--- config.mk ---
export PLATFORM = sky130hd
export DESIGN_NAME = seq_frame_tx
export DESIGN_NICKNAME = d
export VERILOG_FILES = /design/src/rtl/seq_frame_tx.sv
export SDC_FILE = /design/constraint.sdc
export NUM_CORES = 1
export LEC_CHECK = 0
export CAP_MARGIN = 20
export CORE_MARGIN = 1
export CORE_UTILIZATION = 49
export DETAILED_ROUTE_END_ITERATION = 10
export GPL_TIMING_DRIVEN = 1
export PLACE_DENSITY = 0.74
export SLEW_MARGIN = 20
export SYNTH_ARGS = -nofsm -noshare
export SYNTH_HDL_FRONTEND = slang
export SYNTH_SLANG_ARGS = --single-unit
export TNS_END_PERCENT = 5
--- constraint.sdc ---
create_clock -name clk -period 1.9 [get_ports clk]
set_input_delay 0.38 -clock clk [delete_from_list [all_inputs] [get_ports clk]]
set_output_delay 0.38 -clock clk [all_outputs]
set_load 0.02 [all_outputs]
--- src/rtl/seq_frame_tx.sv ---
// Serial frame transmitter: 1101 preamble, MSB-first payload with zero
// stuffing after every 1,1,0 run, then a forced-zero gap before the next byte.
module seq_frame_tx #(
    parameter int GAP_BITS = 2
) (
    input  logic       clk,
    input  logic       rst_n,
    input  logic [7:0] data,
    input  logic       valid,
    output logic       ready,
    output logic       dout,
    output logic       busy,
    output logic       done
);

    typedef enum logic [1:0] {
        IDLE = 2'd0,
        PRE  = 2'd1,
        DATA = 2'd2,
        GAP  = 2'd3
    } state_t;

    localparam logic [3:0] PRE_PAT  = 4'b1101;
    localparam logic [3:0] GAP_LAST = 4'(GAP_BITS - 1);

    state_t     state_q, state_d;
    logic [7:0] shift_q, shift_d;
    logic [3:0] pidx_q,  pidx_d;
    logic [3:0] cnt_q,   cnt_d;
    logic [2:0] hist_q,  hist_d;
    logic       dout_q,  dout_d;
    logic       busy_q,  busy_d;
    logic       done_q,  done_d;

    // What the next payload slot would carry: a stuffed zero or the next data bit.
    logic       stuff;
    logic       pay_bit;
    logic [7:0] pay_shift;
    logic [3:0] pay_idx;
    logic       pay_last;

    always_comb begin
        stuff     = (hist_q == 3'b110) && (pidx_q < 4'd8);
        pay_bit   = stuff ? 1'b0 : shift_q[7];
        pay_shift = stuff ? shift_q : {shift_q[6:0], 1'b0};
        pay_idx   = stuff ? pidx_q : pidx_q + 4'd1;
        pay_last  = !stuff && (pidx_q == 4'd7);
    end

    // state_q always describes the bit currently on dout; _d values are the next bit.
    always_comb begin
        state_d = state_q;
        shift_d = shift_q;
        pidx_d  = pidx_q;
        cnt_d   = cnt_q;
        dout_d  = 1'b0;
        busy_d  = 1'b0;
        done_d  = 1'b0;
        case (state_q)
            IDLE: begin
                if (valid) begin
                    state_d = PRE;
                    shift_d = data;
                    pidx_d  = 4'd0;
                    cnt_d   = 4'd0;
                    dout_d  = PRE_PAT[3];
                    busy_d  = 1'b1;
                end
            end
            PRE: begin
                busy_d = 1'b1;
                if (cnt_q == 4'd3) begin
                    state_d = DATA;
                    dout_d  = pay_bit;
                    shift_d = pay_shift;
                    pidx_d  = pay_idx;
                    done_d  = pay_last;
                end else begin
                    cnt_d  = cnt_q + 4'd1;
                    dout_d = PRE_PAT[2'd2 - cnt_q[1:0]];
                end
            end
            DATA: begin
                busy_d = 1'b1;
                if (pidx_q == 4'd8) begin
                    state_d = GAP;
                    cnt_d   = 4'd0;
                end else begin
                    dout_d  = pay_bit;
                    shift_d = pay_shift;
                    pidx_d  = pay_idx;
                    done_d  = pay_last;
                end
            end
            GAP: begin
                if (cnt_q == GAP_LAST) begin
                    state_d = IDLE;
                    cnt_d   = 4'd0;
                end else begin
                    cnt_d  = cnt_q + 4'd1;
                    busy_d = 1'b1;
                end
            end
            default: begin
                state_d = IDLE;
                pidx_d  = 4'd0;
                cnt_d   = 4'd0;
            end
        endcase
        hist_d = {hist_q[1:0], dout_d};
    end

    always_ff @(posedge clk or negedge rst_n) begin
        if (!rst_n) begin
            state_q <= IDLE;
            shift_q <= '0;
            pidx_q  <= '0;
            cnt_q   <= '0;
            hist_q  <= '0;
            dout_q  <= 1'b0;
            busy_q  <= 1'b0;
            done_q  <= 1'b0;
        end else begin
            state_q <= state_d;
            shift_q <= shift_d;
            pidx_q  <= pidx_d;
            cnt_q   <= cnt_d;
            hist_q  <= hist_d;
            dout_q  <= dout_d;
            busy_q  <= busy_d;
            done_q  <= done_d;
        end
    end

    // Gated by rst_n so a byte held through reset is taken on the first live edge.
    assign ready = rst_n && (state_q == IDLE);
    assign dout  = dout_q;
    assign busy  = busy_q;
    assign done  = done_q;

endmodule

* After elaboration in Yosys (flattened, before gate mapping)
Index checks and enable logic that the tools add are counted.
Cells by class: reduce and logical (&&, ||, !) cells 10, add/subtract/negate cells 3, equality and inequality tests 14, order comparisons 2, mux-type cells 31
Operators by type and width (number):
- $mux 8 | 4
- $mux 4 | 7
- $pmux 8 s3 | 1
- $pmux 4 s4 | 1
- $ne 2x2->1 const B | 6
- $pmux 4 s3 | 1
- $add 4x1->4 const B | 2
- $mux 1 | 8
- $mux 2 | 4
- $pmux 2 s4 | 1
- $reduce_and 4->1 | 2
- $pmux 1 s3 | 2
- $eq 2x2->1 const B | 2
- $eq 4x1->1 const B | 1
- $eq 4x2->1 const B | 1
- $eq 4x3->1 const B | 1
- $eq 4x4->1 const B | 1
- $lt 4x4->1 const B | 1
- $eq 3x3->1 const B | 1
- $logic_and 1x1->1 | 3
- $lt 2x3->1 const B | 1
- $reduce_and 3->1 | 1
- $reduce_bool 3->1 | 1
- $bmux 1 s2 | 1
- 6 further kinds | 6
Word-level totals: register bits after elaboration 24, word-level logic and storage cells 68, output and inout port bits 4, input port bits 11

* Logic depth before layout (Yosys ltp)
word-level depth 6, depth in mapped cells 7, gate-level depth less buffers 6

* Least setup slack after synthesis
No wires, ideal clock.
path kind flip-flop to flip-flop, start register state_q[0], end register shift_q[0], arrival 1.736 ns, setup time 0.125 ns, clock period less this slack 1.861 ns, slack 0.039 ns, cell stages (with the launch flop) 7, data required time 1.775 ns, path buffers 1, path through dfrtp_1 > inv_1 > ha_1 > clkbuf_1 > a211oi_4 > nand2_4 > mux2_4
On the way: cells in the longest elaborated chain, start to end 3, elaborated cells on any way between the ends 9, classes of those cells eq/ne (5); mux (1); reduce/logical (3)
RTL lines:
- start: declaration | line 26 | state_t state_q, state_d;
- start signal: assignment | line 124 | state_q <= state_d;
- $eq 2x2->1, or another cell as far along | line 59 | case (state_q)
- $ne 2x2->1 (no source line) or $reduce_bool 3->1 (tied branches)
- $reduce_and 4->1 (no source line)
- end signal: assignment | line 125 | shift_q <= shift_d;
- end: declaration | line 27 | logic [7:0] shift_q, shift_d;
Several ways; a longest one is shown, not always the timed one. A chain may end at the register's enable or synchronous reset.

* Worst setup path after layout
start register cnt_q[1], end register state_q[1]
On the way: cells in the longest elaborated chain, start to end 3, elaborated cells on any way between the ends 5, classes of those cells eq/ne (4); reduce/logical (1)
RTL lines:
- start: declaration | line 29 | logic [3:0] cnt_q, cnt_d;
- start signal: assignment | line 127 | cnt_q <= cnt_d;
- $eq 4x1->1 or $eq 4x2->1 (tied branches) | line 96, 72
- $ne 2x2->1 (no source line)
- $reduce_and 4->1 (no source line) *
Mark *: on every way between the ends. The rest lies on a longest branch, timed or not.

==> run summary <==
Crit path max fanout -> 4
Outcome -> complete, no violations
Tmin final -> 1.84 ns
Hold WS -> 0.399 ns
Main combinational cell family by area after synthesis -> compound AO/OA/AOI/OAI gates
Post-synth top area share -> 43.6%
Power Density -> 1780 nW/um^2
Worst-Skew Late Latency -> 0.31 ns
Post-synth cell types -> 45
H-tree lvl count -> 1
Crit path buf inv count -> 0
Row count -> 18
Worst setup SP type -> register
CTS sink count -> 23
Yosys reg bits -> 23
Post-synth ARST share -> 100%
Fin crit share -> 96.8%
Class of the worst hold path -> register to register
Slew Limit Fails -> 0
Drt wl/cell -> 14.8 um
Final setup viols -> 0
Fill cells -> 202
Pre-antenna DRT Iters -> 4
Starting Density -> 52.4%
Pre-CTS setup slack -> -0.121 ns
Comb pwr share -> 63.6%
Post-CTS Hold Fix Bufs -> 0
CP required -> 2.11 ns
Largest net degree at the start of global routing -> 24
Setup CP Type -> register to register
Post-synth EDFFs -> 0
WP depth -> 5
Area contributors post-synth -> dfrtp_1 (44%), ha_1 (8.5%), mux2i_1 (6.8%), a31oi_1 (3.3%), a21oi_1 (3.0%)
Switch share -> 42.3%
Largest delay share family, worst path -> simple AND/OR/NAND/NOR gates
Post-synthesis xor/xnor area fraction -> 0%
P&R area growth vs syn -> 23.8%
Initial antenna violation count -> 0
Syn Nets -> 140
Die H -> 53.9 um
CP max stage delay -> 0.42 ns
Worst R2R Path Depth -> 5
I/O pins -> 15
Diode count -> 0
Grt ovf -> 0
CP max-delay cell -> or3b_4
Grt met2 use -> 36.0%
Port bufs -> 14
Leading area contributor after synthesis -> dfrtp_1
Main flop type after synthesis -> dfrtp_1
Vias in the first global route -> 941
Clock Power Share -> 7.9%
GPL Wtd Cong -> 0.819
Top-count cell post-synth -> dfrtp_1
Post-Synthesis Cells -> 120
Routing usage on met3 -> 2.82%
Maximum Capacitance Violations -> 0
Vias -> 1,001
Total GRT Usage -> 20.1%
Iteration-0 DRC Markers -> 11
Ys Warns -> 0
Avg Vias per Cell -> 5.59
Slew margin rel. -> 74.3%
Multiplexer share of the synthesized area -> 8.81%
Register share of total power -> 28.5%
P_sw -> 1.23 mW
Max IR drop VDD -> 1.11 mV
Die Wd -> 53.9 um
# nets final -> 170
Post-Synthesis Cell Area -> 1320 um^2
Critical Path AT -> 2.05 ns
Simple-gate share of the synthesized area -> 16.3%
Die area -> 2910 um^2
Synth Area in Compound Gates -> 18.8%
Leak -> 0.736 nW
CTS root buf -> clkbuf_4
Worst slew pin tran -> 0.380 ns
Pint -> 1.68 mW
Synthesized area per cell -> 11.0 um^2
Worst path cell trace -> ha_1 -> or3b_4 -> a22oi_4 -> nand3_2 -> mux2_1
Clock transition at the registers of the reported paths -> 0.13 ns
WL final -> 2.65 mm
First-pass GRT wire length -> 4.12 mm
Core box area -> 2520 um^2
Share of post-route cells with drive strength above 1 -> 22.8%
Max Fclk -> 544 MHz
DRC violations left -> 0
Post-Synth Adder-Cell Area -> 8.52%
Crit. End Element -> register
Clock skew -> 0.00340 ns
Commonest cells in the netlist -> dfrtp_1 (23), ha_1 (9), mux2i_1 (9)
CTS tree -> yes
DP HPWL -> 2.02 mm
RSZ-0062 raised after global routing -> true
Met1 Track Usage GR -> 24.6%
Seq/Total Area, Yosys -> 43.6%
Busiest metal layer after global routing -> met2
Clk buf depth -> 2
TritonCTS Buffers -> 3
Cells on Worst Hold Path -> 0
Total count of hold-check failures in the final report -> 0
Total Power -> 2.91 mW
DRT antenna net count -> 0
Final setup margin -> 0.0609 ns
==> metrics by stage <==
step                utilization [%]  area [um^2]  TNS, ns  cells
floorplan                         -         1320        0    120
global placement               62.5         1580   -0.135    174
detailed placement             62.5         1580   -0.156    174
CTS                            63.7         1610        0    178
global route                   64.8         1640  -0.0462    179
finish                         64.8         1640        0    179
==> cell families after synthesis <==
| family | count (synthesis) |
|---|---|
| AND/OR/NAND/NOR | 33 |
| multiplexers | 11 |
| adder cells (fa/ha/maj) | 9 |
| flip-flops | 23 |
| AO/OA/AOI/OAI | 33 |
| buffers and inverters | 11 |
==> timing repair <==
item	4_1_cts	5_1_grt
gates resized for setup	3	7
pin swaps	0	1
cloned	0	0
setup endpoints to repair	1	12
buffers inserted	0	1
==> cell usage in the layout, fill, tap and decap left out, types with 3 or more instances in the layout <==
master,count
buf_4,13
nor2_1,5
nand3_1,3
o21ai_1,3
mux2i_1,9
clkbuf_4,3
a31oi_1,7
clkdlybuf4s50_1,13
a21oi_1,8
ha_1,7
dfrtp_1,23
nand2_1,7
inv_1,5
==> sequential cells by signal, indices dropped and copies added, names as in the netlist <==
signal   count
state_q      2
hist_q       3
shift_q      8
pidx_q       4
done         1
busy         1
cnt_q        4
==> worst register-to-register path: stages, from the launching register on <==
cell	delay, ns
dfrtp_1	0.41
ha_1	0.22
or3b_4	0.42
a22oi_4	0.23
nand3_2	0.13
mux2_1	0.33
==> power groups by stage <==
| stage | Combinational [mW] | Clock (mW) | Sequential, mW |
|---|---|---|---|
| 6_report | 1.85 | 0.232 | 0.829 |
| 5_1_grt | 2.04 | 0.259 | 0.854 |
| 4_1_cts | 1.81 | 0.234 | 0.829 |
| 3_5_place_dp | 1.80 | 0 | 0.840 |
| 3_3_place_gp | 1.72 | 0 | 0.831 |
| 2_1_floorplan | 1.27 | 0 | 0.835 |
==> cell type report <==
type | count | area [um^2] | share of cell area (%)
Multi-Input combinational cell | 86 | 707 | 43.2
Sequential cell | 23 | 576 | 35.2
Timing Repair Buffer | 29 | 262 | 16.0
Tap cell | 30 | 37.5 | 2.30
Inverter | 7 | 26.3 | 1.61
Clock buffer | 3 | 22.5 | 1.38
Clock inverter | 1 | 5.00 | 0.306
==> metal layers <==
metal	vias up	part of all wire, %
met5	-	0
met4	0	0.60
li1	502	-
met1	482	44
met3	2	2.9
met2	15	53
==> worst paths after layout <==
kind                           start         end  slack [ns]
max in group asynchronous      rst_n  shift_q[1]        1.15
max reg2reg                 cnt_q[1]  state_q[1]        0.06
max                         cnt_q[1]  state_q[1]        0.06
min                        hist_q[1]   hist_q[2]        0.40
min reg2reg                hist_q[1]   hist_q[2]        0.40
min in group asynchronous      rst_n    cnt_q[2]        0.53
Power figures use the tool's default switching activity.
